[src/rtl/alu_arbiter.sv]
// Round-robin arbiter sharing one external combinational ALU between two requesters.
// Operands are held on the ALU for 1 cycle (MUL_LAT for MUL); the result returns on a tagged valid/ready channel.
module alu_arbiter #(
  parameter int WIDTH   = 32,
  parameter int MUL_LAT = 2
) (
  input  logic             clk,
  input  logic             rst_n,
  input  logic             Req0Valid,
  output logic             Req0Ready,
  input  logic [WIDTH-1:0] Req0A,
  input  logic [WIDTH-1:0] Req0B,
  input  logic [2:0]       Req0Op,
  input  logic             Req1Valid,
  output logic             Req1Ready,
  input  logic [WIDTH-1:0] Req1A,
  input  logic [WIDTH-1:0] Req1B,
  input  logic [2:0]       Req1Op,
  output logic             RspValid,
  input  logic             RspReady,
  output logic             RspId,
  output logic [WIDTH-1:0] RspResult,
  output logic             RspZero,
  output logic             RspErr,
  output logic [WIDTH-1:0] AluSrcA,
  output logic [WIDTH-1:0] AluSrcB,
  output logic [2:0]       AluControl,
  input  logic [WIDTH-1:0] AluResult
);

  typedef enum logic [1:0] {IDLE, EXEC, RESP} state_t;
  localparam logic [2:0] OP_MUL = 3'b101;

  state_t           state_q, state_d;
  logic             last_grant_q, last_grant_d;
  logic [3:0]       cnt_q, cnt_d;
  logic [WIDTH-1:0] src_a_q, src_a_d;
  logic [WIDTH-1:0] src_b_q, src_b_d;
  logic [2:0]       ctl_q, ctl_d;
  logic             id_q, id_d;
  logic             err_q, err_d;
  logic             rsp_vld_q, rsp_vld_d;
  logic             rsp_id_q, rsp_id_d;
  logic [WIDTH-1:0] rsp_result_q, rsp_result_d;
  logic             rsp_zero_q, rsp_zero_d;
  logic             rsp_err_q, rsp_err_d;

  logic             grant;
  logic             accept;
  logic [WIDTH-1:0] req_a;
  logic [WIDTH-1:0] req_b;
  logic [2:0]       req_op;
  logic             op_legal;

  always_comb begin
    grant    = (Req0Valid && Req1Valid) ? ~last_grant_q : Req1Valid;
    accept   = (state_q == IDLE) && (grant ? Req1Valid : Req0Valid);
    req_a    = grant ? Req1A  : Req0A;
    req_b    = grant ? Req1B  : Req0B;
    req_op   = grant ? Req1Op : Req0Op;
    op_legal = (req_op != 3'b011) && (req_op != 3'b111);
  end

  assign Req0Ready = accept && !grant;
  assign Req1Ready = accept && grant;

  always_comb begin
    state_d      = state_q;
    last_grant_d = last_grant_q;
    cnt_d        = cnt_q;
    src_a_d      = src_a_q;
    src_b_d      = src_b_q;
    ctl_d        = ctl_q;
    id_d         = id_q;
    err_d        = err_q;
    rsp_vld_d    = rsp_vld_q;
    rsp_id_d     = rsp_id_q;
    rsp_result_d = rsp_result_q;
    rsp_zero_d   = rsp_zero_q;
    rsp_err_d    = rsp_err_q;

    case (state_q)
      IDLE: begin
        if (accept) begin
          id_d         = grant;
          last_grant_d = grant;
          err_d        = !op_legal;
          state_d      = EXEC;
          // Illegal ops spend one EXEC cycle with the ALU untouched, so every
          // non-MUL op returns with the same latency.
          if (op_legal) begin
            src_a_d = req_a;
            src_b_d = req_b;
            ctl_d   = req_op;
            cnt_d   = (req_op == OP_MUL) ? 4'(MUL_LAT) : 4'd1;
          end else begin
            cnt_d = 4'd1;
          end
        end
      end
      EXEC: begin
        cnt_d = cnt_q - 4'd1;
        if (cnt_q == 4'd1) begin
          rsp_vld_d    = 1'b1;
          rsp_id_d     = id_q;
          rsp_err_d    = err_q;
          rsp_result_d = err_q ? '0 : AluResult;
          rsp_zero_d   = !err_q && (AluResult == '0);
          state_d      = RESP;
        end
      end
      RESP: begin
        if (RspReady) begin
          rsp_vld_d = 1'b0;
          state_d   = IDLE;
        end
      end
      default: state_d = IDLE;
    endcase
  end

  always_ff @(posedge clk or negedge rst_n) begin
    if (!rst_n) begin
      state_q      <= IDLE;
      last_grant_q <= 1'b1;
      cnt_q        <= '0;
      src_a_q      <= '0;
      src_b_q      <= '0;
      ctl_q        <= '0;
      id_q         <= 1'b0;
      err_q        <= 1'b0;
      rsp_vld_q    <= 1'b0;
      rsp_id_q     <= 1'b0;
      rsp_result_q <= '0;
      rsp_zero_q   <= 1'b0;
      rsp_err_q    <= 1'b0;
    end else begin
      state_q      <= state_d;
      last_grant_q <= last_grant_d;
      cnt_q        <= cnt_d;
      src_a_q      <= src_a_d;
      src_b_q      <= src_b_d;
      ctl_q        <= ctl_d;
      id_q         <= id_d;
      err_q        <= err_d;
      rsp_vld_q    <= rsp_vld_d;
      rsp_id_q     <= rsp_id_d;
      rsp_result_q <= rsp_result_d;
      rsp_zero_q   <= rsp_zero_d;
      rsp_err_q    <= rsp_err_d;
    end
  end

  assign AluSrcA    = src_a_q;
  assign AluSrcB    = src_b_q;
  assign AluControl = ctl_q;
  assign RspValid   = rsp_vld_q;
  assign RspId      = rsp_id_q;
  assign RspResult  = rsp_result_q;
  assign RspZero    = rsp_zero_q;
  assign RspErr     = rsp_err_q;

endmodule

[config.mk]
export PLATFORM = sky130hd
export DESIGN_NAME = alu_arbiter
export DESIGN_NICKNAME = d
export VERILOG_FILES = /design/src/rtl/alu_arbiter.sv
export SDC_FILE = /design/constraint.sdc
export NUM_CORES = 1
export LEC_CHECK = 0
export CORE_MARGIN = 4
export CORE_UTILIZATION = 40
export DETAILED_ROUTE_END_ITERATION = 10
export GPL_TIMING_DRIVEN = 0
export PLACE_DENSITY = 0.83
export RECOVER_POWER = 100
export SLEW_MARGIN = 20
export SYNTH_ARGS = -nofsm -noshare
export SYNTH_HDL_FRONTEND = slang
export SYNTH_SLANG_ARGS = --single-unit
[constraint.sdc]
create_clock -name clk -period 2.8 [get_ports clk]
set_clock_uncertainty 0.05 [all_clocks]
set_input_delay 0.84 -clock clk [delete_from_list [all_inputs] [get_ports clk]]
set_output_delay 0.84 -clock clk [all_outputs]
set_load 0.005 [all_outputs]
# Yosys cells after proc, flatten, opt, wreduce, memory -nomap -nowiden
# Index checks and enable logic that the tools add are counted.
[totals]
ff_bits = 112
latchBits = 0
ramBits = 0
mem_bits_ro = 0
in_bits = 171
output_inout_bits = 105
word_cells = 60
mem_count = 0
[op_classes]
n_addsub = 1
mul = 0
div_mod_pow = 0
magnitude_cmp = 0
n_eq_ne = 9
n_shift = 0
mux = 17
bitwise_logic = 1
reduce_logical = 19
[op_table]
columns = ["operator", "count"]
rows = [
  ["32-bit two-way mux", 3],
  ["32-bit logical NOT", 1],
  ["2-bit two-way mux", 5],
  ["3-bit AND reduction", 3],
  ["4-bit one-hot mux with 2 select lines", 1],
  ["1-bit logical AND", 6],
  ["2-bit inequality test, second input constant", 3],
  ["2-bit one-hot mux with 3 select lines", 1],
  ["2-bit AND reduction", 3],
  ["4-bit by 1-bit equality test with 1-bit output, second input constant", 1],
  ["1-bit two-way mux", 4],
  ["4-bit two-way mux", 1],
  ["2-bit nonzero test", 2],
  ["4-bit by 1-bit subtractor with 4-bit output, second input constant", 1],
  ["3-bit equality test, second input constant", 1],
  ["1-bit logical NOT", 3],
  ["3-bit two-way mux", 1],
  ["3-bit by 2-bit inequality test with 1-bit output, second input constant", 1],
  ["3-bit inequality test, second input constant", 1],
  ["2-bit by 1-bit equality test with 1-bit output, second input constant", 1],
  ["2-bit equality test, second input constant", 1],
  ["2-bit logical NOT", 1],
  ["1-bit one-hot mux with 2 select lines", 1],
  ["1-bit NOT", 1],
]

# Logic depth before layout (Yosys ltp)
[depth]
word_depth = 8
ltp_mapped = 9
depth_no_buf = 6

# Worst setup path after synthesis
# No wires, ideal clock.
[synth_path]
kind = "input to output"
start = "in Req1Valid"
end = "out Req1Ready"
arrival_ps = 1615
required_ps = 1910
path_slack_ps = 295
path_stages = 4
n_path_buf = 2
path_cell_list = "a21bo_1 > buf_2 > clkbuf_1 > nor3_1"
[synth_via]
elab_chain_cells = 5
[synth_rtl]
columns = ["item", "line_no", "text"]
rows = [
  ["from (decl)", "14", "input logic Req1Valid,"],
  ["1-bit logical AND", "56", "grant = (Req0Valid && Req1Valid) ? ~last_grant_q : Req1Valid;"],
  ["1-bit two-way mux", "56", ""],
  ["1-bit two-way mux", "57", "accept = (state_q == IDLE) && (grant ? Req1Valid : Req0Valid);"],
  ["1-bit logical AND", "57", ""],
  ["1-bit logical AND *", "65", "assign Req1Ready = accept && grant;"],
  ["to (decl)", "15", "output logic Req1Ready,"],
]
# Mark *: on every way between the ends. The rest lies on a longest branch, timed or not.

# Final worst setup path
[layout_path]
start = "in Req0Valid"
end = "out Req1Ready"
[layout_via]
elab_chain_cells = 5
[layout_rtl]
columns = ["item", "line_no", "text"]
rows = [
  ["from (decl)", "9", "input logic Req0Valid,"],
  ["1-bit logical AND", "56", ""],
  ["1-bit two-way mux", "56", ""],
  ["1-bit two-way mux", "57", ""],
  ["1-bit logical AND", "57", ""],
  ["1-bit logical AND *", "65", ""],
]
# Marked as above.

==> results.md <==
- Status: completed
- Yosys cell types: 36
- PwrDens: about 900 nW/um^2
- Hold path cells: 2
- Post-DRT Antenna Nets: 0
- Area of the die: 15,200 um^2
- Tmin final: about 2700 ps
- Total chip power: about 7.8 mW
- Reg2Reg Depth: 6
- Cells after Synth: between 500 and 600
- # H-tree levels: 3
- Sw Ratio: 0.325
- Final max-slew violation count: 0
- RSZ-0062 raised after global routing: false
- Cell Count, Final, Fillers Out: just over 1,000
- CTS sink count: 112
- Syn_nets: between 700 and 800
- Skew-Pair Late Insertion Delay: roughly 350 ps
- Port bufs: about 280
- Placed Instances: just over 1,000
- Vias per cell: approximately 4.8
- Setup crit end kind: output port
- Clk root buf: clkbuf_16
- Initial DRC Count: roughly 250
- Top-level port count: 276
- First-pass GRT wire length: 24,700 um
- Vias in the first global route: 4,889
- Largest net degree at the start of global routing: 66
- DRC viols: 0
- Most frequent cells in the layout: 230 x nand2_1, 166 x clkdlybuf4s50_1, 111 x dfrtp_1
- Initial Util: 0.415
- Max cap viols: 0
- Total CTS buffers: 9
- Avg Cell Area, Syn: between 9 and 10 um^2
- LEAKAGE: 3.98 nW
- # nets final: 1,026
- Placement Rows: approximately 40
- Routed wire length: approximately 16,000 um
- Relative slew slack: 0.209
- Worst-path clk slew: 70 ps
- Cell Area, Synth: roughly 5300 um^2
- Total GRT Usage: 0.210
- Share of power burned in the clock network: 0.165
- Synth warn: 0
- GPL Wtd Cong: about 0.8
- Post-layout instance area: between 8000 and 9000 um^2
- CTS tree: yes
- Comb power frac: 0.469
- Layout Utilization: 0.672
- Max rail drop VDD: between 0.4 and 0.5 mV
- Worst path required time: ~1900 ps
- Core Region: 12,800 um^2
- Antenna violations before repair: 1
- Sequential power share: 0.366
- P&R area growth vs syn: 62.1%
- Die width: between 100 and 150 um
- Initial DRT Pass Iterations: 4
- Worst Path Max Fanout: 10
- Worst Hold Class: reg2reg
- Most common cell after layout, fill and taps aside: nand2_1
- Worst setup path category: in2out
- Fin. Hold Viols: 0
- Die Y: approximately 120 um
- Fill count: approximately 1,100
- Layout cell share with drive strength beyond 1: 0.0874
- NetSw: ~2.5 mW
- Critical Path Source Type: input pin
- Worst-margin pin slew: between 1000 and 1500 ps
- DR WL/cell: 15.8 um
- ANT cells: 0
- Endpoints failing setup: 0
- Cell internal pwr: approximately 5.3 mW
- Post-DP Area: roughly 8300 um^2
- Via count: about 4,900
- Fmax achieved: around 370 MHz
- Tcrit/Tclk final: 0.977
- Hold Slack: about 420 ps
- Sequential area share after synthesis: 0.527
- Worst EP arrival: around 1900 ps
- GRT overflow: 0
- HPWL after DPL: 12,800 um
- Synth Register Bits: ~110
- Clk buf depth: 2
-- Yosys cell counts --
master     number  area (um^2)
a21oi_1         3         15.0
or4_1           1         7.51
o21a_1          1         7.51
a311oi_2        1         15.0
or3_1           1         6.26
buf_1           3         11.3
mux2_2         39          439
xnor2_1         2         17.5
a21o_1          2         15.0
nor2_1          8         30.0
ha_1            2         25.0
nand2b_1       35          219
buf_2           3         15.0
nor3b_1         2         15.0
nor4_1          7         43.8
nand3_1         1         5.00
a21bo_1         1         10.0
clkbuf_1       22         82.6
or2_2           1         6.26
a21boi_1        1         7.51
buf_6           4         45.0
a22o_1          1         8.76
mux2_1         28          315
nand4b_1        2         17.5
buf_4           1         7.51
dfstp_2         1         26.3
nor3_1          5         25.0
and3_1          1         6.26
mux2i_1         1         10.0
dfrtp_1       111         2780
a31oi_1         1         6.26
nand4_1         1         6.26
nand2_1       230          863
a2bb2oi_1       1         8.76
inv_1           3         11.3
o21ai_0        38          190
-- critical path, stage by stage --
cell and delay [ps]:
buf_2 140, a21bo_1 180, buf_6 140, clkbuf_16 160, nor3_4 210, clkbuf_2 170
-- worst paths after layout --
check | slack, ps | endpoint | from
max in group asynchronous | 440 | AluSrcA[31] | rst_n
min reg2reg | 420 | RspResult[24] | RspResult[24]
min in group asynchronous | 660 | AluSrcB[8] | rst_n
max | 60 | Req1Ready | Req0Valid
max reg2reg | 420 | AluSrcB[6] | last_grant_q
min | 420 | RspResult[24] | RspResult[24]
-- kinds of logic (layout without fill, tap and decap cells) --
kind of cell / Yosys count / after routing / synth area share
adder cells (fa/ha/maj): 2 / 2 / 0.00470
buffers and inverters: 36 / 329 / 0.0325
XOR/XNOR: 2 / 2 / 0.00329
AO/OA/AOI/OAI: 50 / 50 / 0.0534
AND/OR/NAND/NOR: 295 / 295 / 0.235
flip-flops: 112 / 112 / 0.527
multiplexers: 68 / 68 / 0.144
-- sequential cells by signal, summed over array words and instances (netlist names) --
signal,cells
err_q,1
id_q,1
RspId,1
state_q,2
AluSrcB,32
RspErr,1
last_grant_q,1
AluControl,3
cnt_q,4
RspResult,32
RspZero,1
RspValid,1
AluSrcA,32
-- power by group through the flow --
stage / registers (mW) / clock network, mW / logic (mW)
after floorplan: 2.93 / 0 / 1.63
after global placement: 2.86 / 0 / 3.92
after detailed placement: 2.90 / 0 / 3.99
after CTS: 2.89 / 1.32 / 4.02
after global routing: 2.96 / 1.39 / 4.04
final: 2.85 / 1.28 / 3.66
-- final cells by class --
type / count / area, um^2 / area share
timing repair buffer: 277 / 2750 / 0.318
sequential: 112 / 2800 / 0.325
multi-input combinational: 417 / 2360 / 0.274
inverter: 3 / 11.3 / 0.00131
buffer: 33 / 188 / 0.0218
clock inverter: 7 / 72.6 / 0.00842
clock buffer: 9 / 225 / 0.0261
tap: 172 / 215 / 0.0250
-- per-stage QoR --
stage / setup TNS, ps / setup slack [ps]
final: 0 / 64.5
after global placement: -424730 / -3560
after CTS: -18.3 / -18.3
after floorplan: 0 / 295
after global routing: 0 / 8.96
after detailed placement: -28770 / -1110
-- per-layer routing --
metal | share of wire | up-vias | wire length [um] | global-route usage
met3 | 0.10 | 32 | 1710 | 0.0732
met1 | 0.38 | 2259 | 6260 | 0.243
li1 | - | 2425 | - | -
met4 | 0.027 | 2 | 434 | 0.0803
met5 | 0.00080 | - | 13 | 0
met2 | 0.48 | 187 | 7850 | 0.358
-- repair_timing --
| action | 4_1_cts | 5_1_grt |
|---|---|---|
| gates resized for setup | 24 | 5 |
| pin swaps | 0 | 1 |
| hold buffers | 0 | 0 |
| setup endpoints to repair | 50 | 1 |
| setup buffers | 1 | 0 |
(Power assumes the default switching activity.)
